[config.mk]
export PLATFORM = sky130hd
export DESIGN_NAME = vga_sync_640_480
export DESIGN_NICKNAME = d
export VERILOG_FILES = /design/src/rtl/vga_sync_640_480_pkg.sv /design/src/rtl/vga_sync_640_480_counter_n_en.sv /design/src/rtl/vga_sync_640_480.sv
export SDC_FILE = /design/constraint.sdc
export NUM_CORES = 1
export LEC_CHECK = 0
export CORE_MARGIN = 1.5
export CORE_UTILIZATION = 45
export CTS_BUF_LIST = sky130_fd_sc_hd__clkbuf_2 sky130_fd_sc_hd__clkbuf_4 sky130_fd_sc_hd__clkbuf_8
export DETAILED_ROUTE_END_ITERATION = 6
export PLACE_DENSITY = 0.67
export SYNTH_ARGS = -nofsm -noshare
export SYNTH_HDL_FRONTEND = slang
export SYNTH_SLANG_ARGS = --single-unit
[constraint.sdc]
create_clock -name clk -period 5.1 [get_ports clk]
set_input_delay 0.51 -clock clk [delete_from_list [all_inputs] [get_ports clk]]
set_output_delay 0.51 -clock clk [all_outputs]
set_load 0.01 [all_outputs]
[src/rtl/vga_sync_640_480_pkg.sv]
// Shared 640x480@60 timing constants and the registered position-decode record
// used by the VGA sync generator.
package vga_sync_640_480_pkg;

  localparam int unsigned VGA_H_ACTIVE = 640;
  localparam int unsigned VGA_H_FP     = 16;
  localparam int unsigned VGA_H_SYNC   = 96;
  localparam int unsigned VGA_H_BP     = 48;
  localparam int unsigned VGA_H_TOTAL  = VGA_H_ACTIVE + VGA_H_FP + VGA_H_SYNC + VGA_H_BP;

  localparam int unsigned VGA_V_ACTIVE = 480;
  localparam int unsigned VGA_V_FP     = 10;
  localparam int unsigned VGA_V_SYNC   = 2;
  localparam int unsigned VGA_V_BP     = 33;
  localparam int unsigned VGA_V_TOTAL  = VGA_V_ACTIVE + VGA_V_FP + VGA_V_SYNC + VGA_V_BP;

  localparam int unsigned POS_W  = 10;
  localparam int unsigned VIDX_W = 9;

  typedef logic [POS_W-1:0] pos_t;

  typedef struct packed {
    logic              haddr_en;
    logic              vaddr_en;
    logic [POS_W-1:0]  hidx;
    logic [VIDX_W-1:0] vidx;
    logic              hsync_n;
    logic              vsync_n;
  } pos_dec_t;

  // Half-open window test [lo, hi) on a counter value.
  function automatic logic in_window(input pos_t pos, input pos_t lo, input pos_t hi);
    return (pos >= lo) && (pos < hi);
  endfunction

endpackage

[src/rtl/vga_sync_640_480_counter_n_en.sv]
// Enabled modulo counter: counts 0..MAX while en=1, exposing the value it will
// take at the next edge and a one-cycle wrap strobe.
module counter_n_en #(
  parameter int unsigned    W       = 10,
  parameter logic [W-1:0]   MAX     = '1,
  parameter logic [W-1:0]   RST_VAL = '0
) (
  input  logic         clk,
  input  logic         rst_n,
  input  logic         en,
  output logic [W-1:0] cnt_nxt,
  output logic         wrap
);

  logic [W-1:0] cnt;
  logic         at_max;

  assign at_max = (cnt == MAX);
  assign wrap   = en & at_max;

  always_comb begin
    cnt_nxt = cnt;
    if (en) begin
      cnt_nxt = at_max ? '0 : cnt + 1'b1;
    end
  end

  always_ff @(posedge clk or negedge rst_n) begin
    if (!rst_n) begin
      cnt <= RST_VAL;
    end else begin
      cnt <= cnt_nxt;
    end
  end

endmodule

[src/rtl/vga_sync_640_480.sv]
// VGA 640x480@60 pixel-timing generator: pixel-rate tick, h/v position counters,
// registered active-area enables, pixel indices and negative-polarity syncs.
module vga_sync_640_480
  import vga_sync_640_480_pkg::*;
#(
  parameter int unsigned CLK_DIV  = 2,
  parameter int unsigned H_ACTIVE = VGA_H_ACTIVE,
  parameter int unsigned H_FP     = VGA_H_FP,
  parameter int unsigned H_SYNC   = VGA_H_SYNC,
  parameter int unsigned H_BP     = VGA_H_BP,
  parameter int unsigned V_ACTIVE = VGA_V_ACTIVE,
  parameter int unsigned V_FP     = VGA_V_FP,
  parameter int unsigned V_SYNC   = VGA_V_SYNC,
  parameter int unsigned V_BP     = VGA_V_BP
) (
  input  logic       clk,
  input  logic       i_rst_n,
  input  logic       i_en,
  output logic       o_px_clk,
  output logic       o_haddr_en,
  output logic       o_vaddr_en,
  output logic [9:0] o_hidx,
  output logic [8:0] o_vidx,
  output logic       o_hsync_n,
  output logic       o_vsync_n,
  output logic       o_frame_start
);

  localparam int unsigned H_TOTAL = H_ACTIVE + H_FP + H_SYNC + H_BP;
  localparam int unsigned V_TOTAL = V_ACTIVE + V_FP + V_SYNC + V_BP;
  localparam int unsigned DIV_W   = (CLK_DIV > 1) ? $clog2(CLK_DIV) : 1;

  localparam logic [DIV_W-1:0] DIV_MAX = DIV_W'(CLK_DIV - 1);
  localparam pos_t H_MAX    = POS_W'(H_TOTAL - 1);
  localparam pos_t V_MAX    = POS_W'(V_TOTAL - 1);
  localparam pos_t H_ACT    = POS_W'(H_ACTIVE);
  localparam pos_t V_ACT    = POS_W'(V_ACTIVE);
  localparam pos_t HS_START = POS_W'(H_ACTIVE + H_FP);
  localparam pos_t HS_END   = POS_W'(H_ACTIVE + H_FP + H_SYNC);
  localparam pos_t VS_START = POS_W'(V_ACTIVE + V_FP);
  localparam pos_t VS_END   = POS_W'(V_ACTIVE + V_FP + V_SYNC);

  // Decode of the reset position (H_TOTAL-1, V_TOTAL-1): blanked, syncs idle.
  localparam pos_dec_t DEC_RST = '{haddr_en: 1'b0, vaddr_en: 1'b0, hidx: '0,
                                   vidx: '0, hsync_n: 1'b1, vsync_n: 1'b1};

  logic [DIV_W-1:0] div_nxt;
  logic             tick;
  logic             h_wrap;
  logic             v_wrap_unused;
  pos_t             hcnt_nxt;
  pos_t             vcnt_nxt;
  logic             primed;
  logic             primed_nxt;
  logic             px_nxt;
  logic             origin_nxt;
  pos_dec_t         dec_nxt;
  pos_dec_t         dec_q;

  counter_n_en #(.W(DIV_W), .MAX(DIV_MAX), .RST_VAL('0)) u_div (
    .clk     (clk),
    .rst_n   (i_rst_n),
    .en      (i_en),
    .cnt_nxt (div_nxt),
    .wrap    (tick)
  );

  counter_n_en #(.W(POS_W), .MAX(H_MAX), .RST_VAL(H_MAX)) u_hcnt (
    .clk     (clk),
    .rst_n   (i_rst_n),
    .en      (tick),
    .cnt_nxt (hcnt_nxt),
    .wrap    (h_wrap)
  );

  // Frame origin is decoded from the next counts, so the v wrap strobe is spare.
  counter_n_en #(.W(POS_W), .MAX(V_MAX), .RST_VAL(V_MAX)) u_vcnt (
    .clk     (clk),
    .rst_n   (i_rst_n),
    .en      (h_wrap),
    .cnt_nxt (vcnt_nxt),
    .wrap    (v_wrap_unused)
  );

  always_comb begin
    dec_nxt          = DEC_RST;
    dec_nxt.haddr_en = (hcnt_nxt < H_ACT);
    dec_nxt.vaddr_en = (vcnt_nxt < V_ACT);
    dec_nxt.hidx     = dec_nxt.haddr_en ? hcnt_nxt : '0;
    dec_nxt.vidx     = dec_nxt.vaddr_en ? vcnt_nxt[VIDX_W-1:0] : '0;
    dec_nxt.hsync_n  = ~in_window(hcnt_nxt, HS_START, HS_END);
    dec_nxt.vsync_n  = ~in_window(vcnt_nxt, VS_START, VS_END);
  end

  // The reset position is never presented as a pixel: the pixel strobe stays
  // quiet until the first tick has moved the counters to (0,0).
  assign primed_nxt = primed | tick;
  assign px_nxt     = i_en & primed_nxt & (div_nxt == DIV_MAX);
  assign origin_nxt = (hcnt_nxt == '0) && (vcnt_nxt == '0);

  always_ff @(posedge clk or negedge i_rst_n) begin
    if (!i_rst_n) begin
      dec_q         <= DEC_RST;
      primed        <= 1'b0;
      o_px_clk      <= 1'b0;
      o_frame_start <= 1'b0;
    end else begin
      dec_q         <= dec_nxt;
      primed        <= primed_nxt;
      o_px_clk      <= px_nxt;
      o_frame_start <= px_nxt & origin_nxt;
    end
  end

  assign o_haddr_en = dec_q.haddr_en;
  assign o_vaddr_en = dec_q.vaddr_en;
  assign o_hidx     = dec_q.hidx;
  assign o_vidx     = dec_q.vidx;
  assign o_hsync_n  = dec_q.hsync_n;
  assign o_vsync_n  = dec_q.vsync_n;

endmodule

# Word-level counts from Yosys, hierarchy flattened
# Cells that the tools add are included.
[op_classes]
n_lt_le_gt_ge = 6
n_shift = 0
n_div = 0
n_eq_ne = 2
mux = 8
n_mul = 0
n_reduce_logical = 5
addsub = 3
n_bitwise = 8
[op_table]
columns = ["cell", "count"]
rows = [
  ["10-bit two-way mux", 5],
  ["10-bit by 1-bit adder with 10-bit output (second input constant)", 2],
  ["10-bit equality test (second input constant)", 2],
  ["10-bit zero test", 2],
  ["10-bit < comparator (second input constant)", 2],
  ["10-bit by 9-bit < comparator with 1-bit output (second input constant)", 2],
  ["10-bit greater-or-equal comparator (second input constant)", 1],
  ["10-bit by 9-bit greater-or-equal comparator with 1-bit output (second input constant)", 1],
  ["9-bit two-way mux", 1],
  ["1-bit bitwise AND", 5],
  ["1-bit logical AND", 3],
  ["1-bit two-way mux", 2],
  ["1-bit NOT", 2],
  ["1-bit adder (second input constant)", 1],
  ["1-bit bitwise OR", 1],
]
[word_totals]
n_memories = 0
mem_bits_rw = 0
out_inout_bits = 25
rom_bits = 0
in_bits = 3
latchBits = 0
regBits = 47
elab_cells = 44

# Depth between registers and ports, before layout
[depth]
word_depth = 6
ltp_mapped = 10

# Cells and area by module
# From an unflattened synthesis, not the netlist that was laid out.
[hier_totals]
cells_unflattened = 165
hier_area_um2 = 1999.4
[by_module_without_submodules]
columns = ["mod", "area_per_inst_um2", "seq_area_each_um2", "cells_per_inst", "n_inst"]
rows = [
  ["vga_sync_640_480", 887.1, 653.1, 64, 1],
  ["counter_n_en (u_vcnt)", 546.8, 254.0, 53, 1],
  ["counter_n_en (u_hcnt)", 528.0, 259.0, 46, 1],
  ["counter_n_en (u_div)", 37.5, 25.0, 2, 1],
]

# Worst setup path before layout
# No wires, ideal clock.
[synth_timing]
path_type = "input to register"
startpoint = "input port i_en"
endpoint = "register o_frame_start"
slack_ns = 2.747
cell_stages = 9
arrival_ns = 2.286
n_path_buf = 2
t_required_ns = 5.033
path_cell_list = "ha_1 buf_4 nand4_2 nor3_1 mux2_1 a22o_1 buf_2 nor4_1 and3_1"
[synth_between]
elab_cells_between_ends = 12
[synth_lines]
columns = ["element", "line", "rtl"]
rows = [
  ["start: declaration", "vga_sync_640_480.sv:18", "input logic i_en,"],
  ["1-bit bitwise AND", "vga_sync_640_480_counter_n_en.sv:19", "assign wrap = en & at_max;"],
  ["10-bit two-way mux", "vga_sync_640_480_counter_n_en.sv:23", "if (en) begin"],
  ["via hcnt_nxt[9]", "vga_sync_640_480.sv:51", "pos_t hcnt_nxt;"],
  ["10-bit zero test", "vga_sync_640_480.sv:99", "assign origin_nxt = (hcnt_nxt == '0) && (vcnt_nxt == '0);"],
  ["1-bit logical AND", "vga_sync_640_480.sv:99", ""],
  ["1-bit bitwise AND", "vga_sync_640_480.sv:111", "o_frame_start <= px_nxt & origin_nxt;"],
  ["end signal: assignment", "vga_sync_640_480.sv:111", ""],
  ["end: declaration", "vga_sync_640_480.sv:26", "output logic o_frame_start"],
]
# The timed path passes the listed nets, and every way through them passes these cells.

# Final worst setup path
[layout_timing]
startpoint = "input port i_en"
endpoint = "register o_frame_start"
[layout_between]
elab_chain_cells = 6
elab_cells_between_ends = 12
[layout_lines]
columns = ["element", "line"]
rows = [
  ["1-bit bitwise AND (2 in a row)", "vga_sync_640_480_counter_n_en.sv:19"],
  ["10-bit two-way mux", "vga_sync_640_480_counter_n_en.sv:23"],
  ["10-bit zero test", "vga_sync_640_480.sv:99"],
  ["1-bit logical AND", "vga_sync_640_480.sv:99"],
  ["1-bit bitwise AND *", "vga_sync_640_480.sv:111"],
]
# Mark *: on every way between the ends. The rest lies on a longest branch, timed or not.

==> summary.md <==
| Metric | Value |
|---|---|
| Relative slew slack | 33.1% |
| Switching Fraction | 28.2% |
| GRT Total Usage | 18.2% |
| Net Count, Synth | 216 |
| Non-Filler Instances | 302 |
| Root buf cell | clkbuf_8 |
| Clk_lat worst skew | 0.29 ns |
| DRT iter0 DRCs | 129 |
| WL/cell | 14.4 um |
| Crit path required time | 5.34 ns |
| Port bufs | 27 |
| Pint | 652 uW |
| Maximum number of pins on one net before global-route repair | 48 |
| Dominant synthesized flop cell | dfrtp_1 |
| Vias in the first global route | 1558 |
| # hold bufs at CTS | 0 |
| Clock Skew | 0.00600 ns |
| # clock sinks | 47 |
| DPL Wire Length | 2990 um |
| Drt via density | 5.28 |
| Max clock buf depth | 2 |
| Worst path bufs/invs | 1 |
| Chip width | 73.8 um |
| Max-slew violation total from the final report | 0 |
| Die height | 73.8 um |
| CTS tree | yes |
| Vias | 1594 |
| # diodes | 0 |
| Final net count | 241 |
| Share of layout cells above drive strength 1 | 13.6% |
| Avg Inst Size Synth | 10.8 sq um |
| DRC errors left | 0 |
| I/O pin total | 28 |
| Synth async-reset ratio | 100% |
| Initial Util | 47.1% |
| Initial antenna violation count | 0 |
| Synth Cell Area | 0.00225 sq mm |
| Switching pwr | 256 uW |
| Row cnt | 25 |
| Layout area overhead | 17.6% |
| Reg clk slew, reported paths | 0.09 ns |
| Final setup fails | 0 |
| CTS buffer count | 5 |
| Crit path cell chain | clkdlybuf4s50_1, ha_1, nand4_2, nor3_1, mux2_1, a22o_1, nor4_1, and3_1 |
| Pwr dens | 343 mW/mm^2 |
| Setup TNS | 0 ns |
| Delay-heaviest family, CP | simple AND/OR/NAND/NOR gates |
| Setup Buffers After CTS | 0 |
| Slew at the pin closest to its max-slew limit | 1.00 ns |
| Most common cell after layout, fill and taps aside | dfrtp_1 |
| Logic pwr share | 20.3% |
| Drt total wl | 4340 um |
| Die ar. | 0.00544 sq mm |
| Post-CTS sizing | 0 |
| Final ANT Viol Nets | 0 |
| F_max | 0.339 GHz |
| Tightest Hold Check Type | in2async |
| Share of total power in the clock network | 27.4% |
| Sequential share of power | 52.3% |
| Placed instance area | 0.00255 sq mm |
| #FFs+latches synth | 47 |
| Synth cell types | 50 |
| First-pass GRT wire length | 7550 um |
| Unrepaired setup endpoints after global routing | no |
| Most frequent cells in the layout | dfrtp_1 (35), clkdlybuf4s50_1 (26), inv_1 (16), nand2_1 (16), nor2_1 (14) |
| Final GP Congestion | 0.816 |
| Tmin final | 2.95 ns |
| Slowest-stage cell, CP | clkdlybuf4s50_1 |
| Arrival @ worst endpoint | 3.18 ns |
| Sequential share of the synthesized area | 52.9% |
| CP Class | in2reg |
| Core ar. | 0.00479 sq mm |
| Gate count after technology mapping | 209 |
| Number of synthesized flops with an enable pin | 0 |
| LEAKAGE | 0.00118 uW |
| CP Capture Type | flop |
| VDD IR-drop max | 0.149 mV |
| Outcome | complete, no violations |
| Critical Path Start Type | input pin |
| DP Cell Count | 294 |
| Final Hold Fails | 0 |
| YS warnings | 0 |
| Final Cell Area | 0.00265 sq mm |
| Pre-antenna DRT Iters | 4 |
| Max-Cap Viols | 0 |
| Final period util | 57.8% |
| CP Max Fanout | 10 |
| Slowest stage delay, CP | 0.47 ns |
| Total grt overflow | 0 |
| Htree depth | 2 |
## final timing paths
path	startpoint	to	slack (ns)	cells after the start
max reg2reg	u_hcnt.cnt[0]	o_frame_start	2.37	7
max	i_en	o_frame_start	2.15	8
max in group asynchronous	i_rst_n	o_hidx[0]	4.10	1
min reg2reg	primed	primed	0.46	1
min in group clk	primed	primed	0.46	1
min	i_rst_n	u_hcnt.cnt[5]	0.37	1
## power groups by stage
stage / Combinational (uW) / Clock [uW] / Sequential, uW
after global routing: 206 / 270 / 483
after floorplan: 121 / 0 / 470
after CTS: 187 / 255 / 474
after global placement: 179 / 0 / 479
after detailed placement: 187 / 0 / 482
final: 184 / 249 / 475
## worst register-to-register path, cell delays in order, from the launching register on
cell,delay (ns)
dfstp_2,0.57
ha_1,0.28
and4bb_2,0.28
nand4_1,0.43
o21ai_1,0.50
nand4_1,0.18
nor4_1,0.25
and3_1,0.19
## per-stage QoR
stage / power [uW] / hold slack (ns) / utilization, % / worst slack [ns]
5_1_grt: 959 / 0.489 / 55.4 / 1.98
3_3_place_gp: 658 / 0.446 / 53.2 / 1.96
2_1_floorplan: 591 / 0.214 / - / 2.75
3_5_place_dp: 668 / 0.436 / 53.2 / 1.84
4_1_cts: 917 / 0.428 / 55.4 / 2.16
6_report: 908 / 0.366 / 55.4 / 2.15
## final cells by class
cell class	count	area, sq um
inverter	16	60.1
clock buffer	8	104
multi-input combinational	137	946
timing repair buffer	27	265
tap	67	83.8
sequential	47	1190
fill	410	2140
## synthesized netlist by cell type, drive strengths merged, types with 4 or more instances
| cell | count | share of area, % |
|---|---|---|
| dfrtp | 35 | 39 |
| inv | 16 | 2.7 |
| nand2 | 16 | 2.7 |
| nor2 | 14 | 2.3 |
| dfstp | 12 | 14 |
| nor2b | 11 | 3.1 |
| buf | 9 | 2.5 |
| nand4 | 9 | 2.8 |
| o21ai | 7 | 1.6 |
| xnor2 | 7 | 2.7 |
| and3 | 6 | 1.7 |
| and2 | 5 | 1.5 |
| nor3 | 5 | 1.6 |
| ha | 4 | 2.2 |
| nand3 | 4 | 0.89 |
## state kept, by name, summed over array words and instances, names as in the netlist, 9 cells and up
name and count:
o_hidx 10, u_hcnt.cnt 10, u_vcnt.cnt 10, o_vidx 9
## layer usage
layer | track usage, % | wire length (um)
met3 | 4.25 | 169
met4 | 4.32 | 39
met2 | 27.9 | 2070
met1 | 26.2 | 2060
met5 | 0 | 0
## kinds of logic (layout without fill, tap and decap cells)
group	Yosys count	count (layout)	share of synthesized area (%)
and+or+nand+nor	92	92	25.7
DFF	47	47	52.9
AOI/OAI and AO/OA	28	28	8.77
muxes	3	3	1.44
adders and majority gates	4	4	2.22
buffers and inverters	25	51	5.16
xor gates and xnor gates	10	10	3.89
Note: power is estimated with default switching activity, not from simulation.
